===== config.mk =====
export PLATFORM = sky130hd
export DESIGN_NAME = lm96570_fire_scheduler
export DESIGN_NICKNAME = d
export VERILOG_FILES = /design/src/rtl/lm96570_fire_scheduler.sv
export SDC_FILE = /design/constraint.sdc
export NUM_CORES = 1
export LEC_CHECK = 0
export CAP_MARGIN = 20
export CORE_MARGIN = 2
export CORE_UTILIZATION = 29
export CTS_BUF_LIST = sky130_fd_sc_hd__clkbuf_8
export CTS_CLUSTER_DIAMETER = 120
export DETAILED_ROUTE_END_ITERATION = 6
export PLACE_DENSITY_LB_ADDON = 0.12
export SETUP_SLACK_MARGIN = 0.02
export SYNTH_ARGS = -nofsm -noshare
export SYNTH_HDL_FRONTEND = slang
export SYNTH_SLANG_ARGS = --single-unit

===== constraint.sdc =====
create_clock -name clk -period 5.4 [get_ports clk]
set_input_delay 1.08 -clock clk [delete_from_list [all_inputs] [get_ports clk]]
set_output_delay 1.08 -clock clk [all_outputs]
set_load 0.01 [all_outputs]

===== src/rtl/lm96570_fire_scheduler.sv =====
// LM96570 fire scheduler.
// This block controls the order of pulser configuration and firing. It asks
// the serial config writer to reconfigure the pulser, then waits for the
// writer to finish and for a settle time. After that it fires bursts of
// TX_EN pulses on a fixed pulse-repetition interval. Reconfiguration never
// overlaps a burst, because a pending request is served only at a frame
// boundary or from IDLE.
module lm96570_fire_scheduler #(
  parameter int unsigned TX_WIDTH      = 4,
  parameter int unsigned PRI_CYCLES    = 200,
  parameter int unsigned BURST_LEN     = 16,
  parameter int unsigned SETTLE_CYCLES = 8,
  parameter int unsigned CFG_TIMEOUT   = 4096,
  parameter int unsigned CNT_W         = 8
) (
  input  logic             clk,
  input  logic             RST,
  input  logic             EN,
  input  logic             cfg_req,
  input  logic             cfg_done,
  output logic             cfg_start,
  output logic             TX_EN,
  output logic [CNT_W-1:0] fire_idx,
  output logic             frame_done,
  output logic             busy,
  output logic             err_timeout
);

  typedef enum logic [2:0] {
    IDLE,
    CFG_WAIT,
    SETTLE,
    FIRE,
    GAP
  } state_e;

  localparam int unsigned GAP_CYCLES = PRI_CYCLES - TX_WIDTH;

  // A single shared timer covers the longest phase in any state.
  localparam int unsigned MAX_A   = (CFG_TIMEOUT > SETTLE_CYCLES) ? CFG_TIMEOUT : SETTLE_CYCLES;
  localparam int unsigned MAX_B   = (TX_WIDTH > GAP_CYCLES) ? TX_WIDTH : GAP_CYCLES;
  localparam int unsigned TMR_MAX = (MAX_A > MAX_B) ? MAX_A : MAX_B;
  localparam int unsigned TMR_W   = $clog2(TMR_MAX + 1);

  localparam logic [TMR_W-1:0] CFG_LAST    = TMR_W'(CFG_TIMEOUT - 1);
  localparam logic [TMR_W-1:0] SETTLE_LAST = TMR_W'(SETTLE_CYCLES - 1);
  localparam logic [TMR_W-1:0] TX_LAST     = TMR_W'(TX_WIDTH - 1);
  localparam logic [TMR_W-1:0] GAP_LAST    = TMR_W'(GAP_CYCLES - 1);
  localparam logic [CNT_W-1:0] IDX_LAST    = CNT_W'(BURST_LEN - 1);

  state_e             state_q, state_d;
  logic [TMR_W-1:0]   tmr_q, tmr_d;
  logic [CNT_W-1:0]   idx_q, idx_d;
  logic               cfg_valid_q, cfg_valid_d;
  logic               cfg_pend_q, cfg_pend_d;
  logic               err_q, err_d;
  logic               cfg_start_q, cfg_start_d;
  logic               tx_en_q, tx_en_d;
  logic               frame_done_q, frame_done_d;
  logic               busy_q, busy_d;
  logic               cfg_accept;

  // Next-state logic. All outputs are taken from the next state, so each
  // output changes on the same edge as the state transition that causes it.
  always_comb begin
    // NOTE: every signal gets a default before the case statement. This
    // keeps all paths assigned, so no latch is inferred.
    state_d     = state_q;
    tmr_d       = tmr_q + TMR_W'(1);
    idx_d       = idx_q;
    cfg_valid_d = cfg_valid_q;
    err_d       = err_q;
    cfg_accept  = 1'b0;

    case (state_q)
      IDLE: begin
        tmr_d = '0;
        // A pending request or a missing config takes priority over firing.
        // After a timeout, automatic configuration stays off until a new
        // request arrives.
        if (cfg_pend_q || (EN && !cfg_valid_q && !err_q)) begin
          state_d = CFG_WAIT;
        end else if (EN && cfg_valid_q) begin
          state_d = FIRE;
        end
      end

      CFG_WAIT: begin
        // If cfg_done arrives on the last allowed cycle, it wins over the timeout.
        if (cfg_done) begin
          cfg_accept  = 1'b1;
          cfg_valid_d = 1'b1;
          err_d       = 1'b0;
          state_d     = SETTLE;
          tmr_d       = '0;
        end else if (tmr_q == CFG_LAST) begin
          err_d       = 1'b1;
          cfg_valid_d = 1'b0;
          state_d     = IDLE;
          tmr_d       = '0;
        end
      end

      SETTLE: begin
        if (tmr_q == SETTLE_LAST) begin
          state_d = IDLE;
          tmr_d   = '0;
        end
      end

      FIRE: begin
        // EN is not checked here, so a pulse that has started always runs to full width.
        if (tmr_q == TX_LAST) begin
          state_d = GAP;
          tmr_d   = '0;
        end
      end

      GAP: begin
        if (tmr_q == GAP_LAST) begin
          tmr_d = '0;
          if (idx_q == IDX_LAST) begin
            idx_d = '0;
            if (cfg_pend_q) begin
              state_d = CFG_WAIT;
            end else if (EN) begin
              state_d = FIRE;
            end else begin
              state_d = IDLE;
            end
          end else if (EN) begin
            idx_d   = idx_q + CNT_W'(1);
            state_d = FIRE;
          end else begin
            idx_d   = '0;
            state_d = IDLE;
          end
        end
      end

      default: begin
        state_d = IDLE;
        tmr_d   = '0;
      end
    endcase

    // A request that arrives in the same cycle as the accepted cfg_done
    // stays pending.
    cfg_pend_d   = (cfg_pend_q && !cfg_accept) || cfg_req;

    cfg_start_d  = (state_d == CFG_WAIT) && (state_q != CFG_WAIT);
    tx_en_d      = (state_d == FIRE);
    busy_d       = (state_d != IDLE);
    // frame_done is computed one cycle ahead, so the registered pulse lines
    // up with the last GAP cycle of the frame.
    frame_done_d = (state_d == GAP) && (tmr_d == GAP_LAST) && (idx_d == IDX_LAST);
  end

  // State and registered outputs. The reset is synchronous.
  always_ff @(posedge clk) begin
    // NOTE: sequential state uses non-blocking assignments only. Every flop
    // then samples values from before the edge.
    if (RST) begin
      state_q      <= IDLE;
      tmr_q        <= '0;
      idx_q        <= '0;
      cfg_valid_q  <= 1'b0;
      cfg_pend_q   <= 1'b0;
      err_q        <= 1'b0;
      cfg_start_q  <= 1'b0;
      tx_en_q      <= 1'b0;
      frame_done_q <= 1'b0;
      busy_q       <= 1'b0;
    end else begin
      state_q      <= state_d;
      tmr_q        <= tmr_d;
      idx_q        <= idx_d;
      cfg_valid_q  <= cfg_valid_d;
      cfg_pend_q   <= cfg_pend_d;
      err_q        <= err_d;
      cfg_start_q  <= cfg_start_d;
      tx_en_q      <= tx_en_d;
      frame_done_q <= frame_done_d;
      busy_q       <= busy_d;
    end
  end

  assign cfg_start   = cfg_start_q;
  assign TX_EN       = tx_en_q;
  assign fire_idx    = idx_q;
  assign frame_done  = frame_done_q;
  assign busy        = busy_q;
  assign err_timeout = err_q;

endmodule


Yosys cells after proc, flatten, opt, wreduce, memory -nomap -nowiden --
Index checks and enable logic that the tools add are counted.
Storage, ports and cells: register bits after elaboration 31, bits in latches 0, memory bits (writable) 0, memory bits (read-only) 0, input bits 5, output and inout port bits 13, logic and storage cells 70, memories kept 0
Operators by class: add/subtract/negate cells 2, multiply operators 0, divide/modulo/power cells 0, magnitude comparators 0, equal/unequal tests 15, shift operators 0, multiplexer cells 27, bitwise logic cells 0, reduce and logical (&&, ||, !) cells 16
Operators by type and width (count):
- 2-to-1 mux 13 bit | 5
- case mux 13 bit (4 select lines) | 1
- 2-to-1 mux 8 bit | 4
- equality test 13 x 8 -> 1 bit, second input constant | 2
- 2-to-1 mux 3 bit | 8
- equality test 8 x 4 -> 1 bit, second input constant | 2
- case mux 3 bit (5 select lines) | 1
- adder 13 x 1 -> 13 bit, second input constant | 1
- equality test 13 x 12 -> 1 bit, second input constant | 1
- equality test 13 x 2 -> 1 bit, second input constant | 1
- equality test 13 x 3 -> 1 bit, second input constant | 1
- equality test 3 x 2 -> 1 bit, second input constant | 3
- adder 8 x 1 -> 8 bit, second input constant | 1
- logical AND 1 bit | 7
- equality test 3 x 1 -> 1 bit, second input constant | 2
- equality test 3 bit, second input constant | 2
- 2-to-1 mux 1 bit | 6
- 2-to-1 mux 2 bit | 2
- logical NOT 1 bit | 3
- logical NOT 3 bit | 1
- != test 3 x 1 -> 1 bit, second input constant | 1
- nonzero test 3 bit | 1
- logical OR 1 bit | 2
- AND reduction 2 bit | 1
- nonzero test 2 bit | 1

Depth between registers and ports, before layout --
depth after elaboration 9, mapped depth 8, depth with buffers taken out 7

Least setup slack after synthesis --
No wires, ideal clock.
kind input to register, start input port EN, end register frame_done_q, in the netlist frame_done, library setup time 0.087 ns, data arrival time 2.165 ns, required time 5.313 ns, setup slack 3.148 ns, stages on the path 5, buffers on the path 0, cell sequence a21boi_0 nand3_1 o311a_1 nand4b_1 nor4b_2
On the way: longest elaborated chain between the ends 8, elaborated cells on any way between the ends 19, those cells by class eq/ne: 2; mux: 11; reduce/logical: 6
Ends and longest elaborated chain:
- start, declared | line 18 | input logic EN,
- 2-to-1 mux 2 bit / logical AND 1 bit (equally long branches) | line 126, 131, 81
- 2-to-1 mux 2 bit / logical AND 1 bit (equally long branches) | line 124, 81
- 2-to-1 mux 3 bit / logical OR 1 bit (equally long branches) | line 122, 81
- 2-to-1 mux 3 bit, on equally long branches | line 120, 81
- case mux 3 bit (5 select lines) | line 75 | case (state_q)
- equality test 3 bit | line 156 | frame_done_d = (state_d == GAP) && (tmr_d == GAP_LAST) && (idx_d == IDX_LAST);
- logical AND 1 bit | line 156
- logical AND 1 bit * | line 156
- end signal, assigned | line 183 | frame_done_q <= frame_done_d;
- end, declared | line 59 | logic frame_done_q, frame_done_d;
Every way passes the cells marked *; elsewhere a longest branch is shown, timed or not. A chain may end at the register's enable or synchronous reset.

Worst setup path after layout --
Same ends and word-level chain as after synthesis.

==> reports/results.ini <==
[critical_path]
r2r-start = tmr_q[0]
cp_max_fo = 7
worstRegToRegCells = 7
worstPathCellList = clkdlybuf4s50_1, a21boi_0, nand3_1, o311a_1, nand4b_1, nor4b_2
crit_type = input pin to flop
max_stage_delay_ns = 0.60
start_kind = input pin
rrSetupSlack_ns = 3.03
cp-end-kind = flop
r2r_end = frame_done
cp_data_arrival_time_ns = 3.12
crit_path_top_delay_cell = clkdlybuf4s50_1
cpLargestDelayFamily = compound AO/OA/AOI/OAI gates
crit_buf_inv = 1
cp.required_ns = 5.60

[timing]
worstMarginPinSlew_ns = 0.731
fin_crit_ns = 2.92
slew_violations = 0
slew_headroom_pct = 50.8
skew_ns = 0.0109
fmax_ghz = 0.342
period_share_pct = 54.1
hold_viol_final = 0
rsz0062_at_grt = false
tns_ns = 0
setup_viol = 0

[clock_tree]
htree_levels = 2
cts_root_buf = clkbuf_8
clock_path_buffers = 2
clk_pin_slew_ns = 0.07
cts.sinks = 31
hold_buffers = 0
clock_latency_ns = 0.28
cts_buffers = 5
post-cts-setup-buffers = 0
cts_resized = 0
cts_tree = done

[placed_design]
place_hpwl_um = 3090
gp_congestion = 0.765
portBuffers = 17

[grt]
antenna_found_initial = 0
grt_pass1_wl_um = 7480
grt_pass1_vias = 1511
grt-ovfl-total = 0
grt_max_degree = 15
track_usage_pct = 14.6

[die]
core-area_mm2 = 0.00592
chipWidth_um = 82.1
num_rows = 28
start_util_pct = 29.9
die_y_um = 82.1
ioPinCount = 18
die_area_mm2 = 0.00674

[power]
p_leak_nw = 0.672
power.density_mw_per_mm2 = 241
ir_worst_vdd_v = 0.000113
power.total_uw = 493

[synthesis]
avgSynthCellArea_um2 = 8.31
synth-seq-cells = 31
synth_flop_cell = dfxtp_1
async_flop_share_pct = 0
synthTopCellsByArea = dfxtp_1 (35%), nor2_1 (6.8%), xnor2_1 (6.4%)
syn_area_mm2 = 0.00177
synth-edff-count = 0
yosys.area.top_type = dfxtp_1
synth_top_area_share_pct = 35.1
synth_nets = 220
synth.yosys.seq_area_share_pct = 35.1
yosysUniqueCellTypes = 55
postSynthCellCount = 213
yosysWarnings = 0

[routing]
drt_iter0_drc = 77
avgRoutedWirePerCell_um = 14.5
drc = 0
vias = 1525
wl_um = 4340
ant_nets = 0
avgViaCountPerCell = 5.08
dr.pass1.iters = 4

[cells_and_area]
drive_above_1_share_pct = 8.89
fin_nets = 231
area_growth_pct = 15.6
antenna_cells = 0

[hold_path]
min_from = tmr_q[0]
min_path_type = flop to flop
whs_path_depth = 1
hold_end = tmr_q[0]

[run_status]
outcome = finished, final reports clean

[flow_run]
max_cap_violations = 0

-- cell usage in the layout, fill, tap and decap left out, types with 6 or more instances in the layout --
master and instances:
nand3_1 10, and3_1 6, dfxtp_1 31, nor2_1 32, xnor2_1 13, a21oi_1 8
xor2_1 7, nand2_1 12, clkbuf_8 7, o21ai_0 7, nor3_1 9, inv_1 6
clkdlybuf4s50_1 17
-- cell type report --
cell class	instances	area (µm²)
clock buffers	7	96.3
clock inverters	1	3.75
fillers	649	3880
inverters	5	18.8
multi-input cells	164	1040
flip-flops and latches	31	621
well taps	75	93.8
repair buffers	17	170
-- worst max-delay path by stage --
| stage | from | to | slack (ns) | cells after the start |
|---|---|---|---|---|
| after floorplan | EN | frame_done | 3.15 | 5 |
| after global placement | EN | frame_done | 2.35 | 6 |
| after detailed placement | EN | frame_done | 2.26 | 6 |
| after CTS | EN | frame_done | 2.51 | 6 |
| after global routing | EN | frame_done | 2.32 | 6 |
| final | EN | frame_done | 2.48 | 6 |
-- cell usage after synthesis, types with 5 or more instances --
cell     count
buf_2        7
o21ai_0      7
a21oi_1      8
nand3_1     10
nor2_1      32
nor3_1       9
xnor2_1     13
and3_1       6
nand2_1     12
dfxtp_1     31
xor2_1       7
inv_1        5
-- sequential cells by signal, summed over array words and instances (netlist names) --
| register | cells |
|---|---|
| cfg_start | 1 |
| frame_done | 1 |
| tmr_q | 13 |
| cfg_valid_q | 1 |
| busy | 1 |
| state_q | 3 |
| cfg_pend_q | 1 |
| err_timeout | 1 |
| TX_EN | 1 |
| fire_idx | 8 |
-- power by group --
group          total, mW  switching [mW]  internal (mW)
clock network      0.203          0.0881          0.114
logic             0.0473          0.0247         0.0226
registers          0.243         0.00704          0.236
total              0.493           0.120          0.373
-- stage by stage --
step / setup slack, ns / instance area, µm² / instances / hold WS (ns) / util (%)
detailed placement: 2.26 / 1940 / 292 / 0.457 / 32.8
finish: 2.48 / 2040 / 300 / 0.463 / 34.5
floorplan: 3.15 / 1770 / 213 / 0.425 / -
global route: 2.32 / 2040 / 300 / 0.498 / 34.5
CTS: 2.51 / 2040 / 300 / 0.472 / 34.5
global placement: 2.35 / 1940 / 292 / 0.440 / 32.8
-- routing by layer --
| layer | global-route usage (%) | wire [µm] | part of all wire [%] |
|---|---|---|---|
| met4 | 5.83 | 76 | 1.7 |
| met3 | 3.80 | 212 | 4.9 |
| met1 | 19.7 | 2130 | 49 |
| met5 | 0 | 0 | 0 |
| met2 | 22.0 | 1920 | 44 |
-- cell families after synthesis --
group / Yosys count / share of synthesized area (%)
flip-flops: 31 / 35.1
AND/OR/NAND/NOR: 106 / 33.1
XOR/XNOR: 20 / 9.90
multiplexers: 1 / 0.566
buffers and inverters: 18 / 6.08
adder cells (fa/ha/maj): 2 / 1.41
AO/OA/AOI/OAI: 35 / 13.9
(Power assumes the default switching activity.)
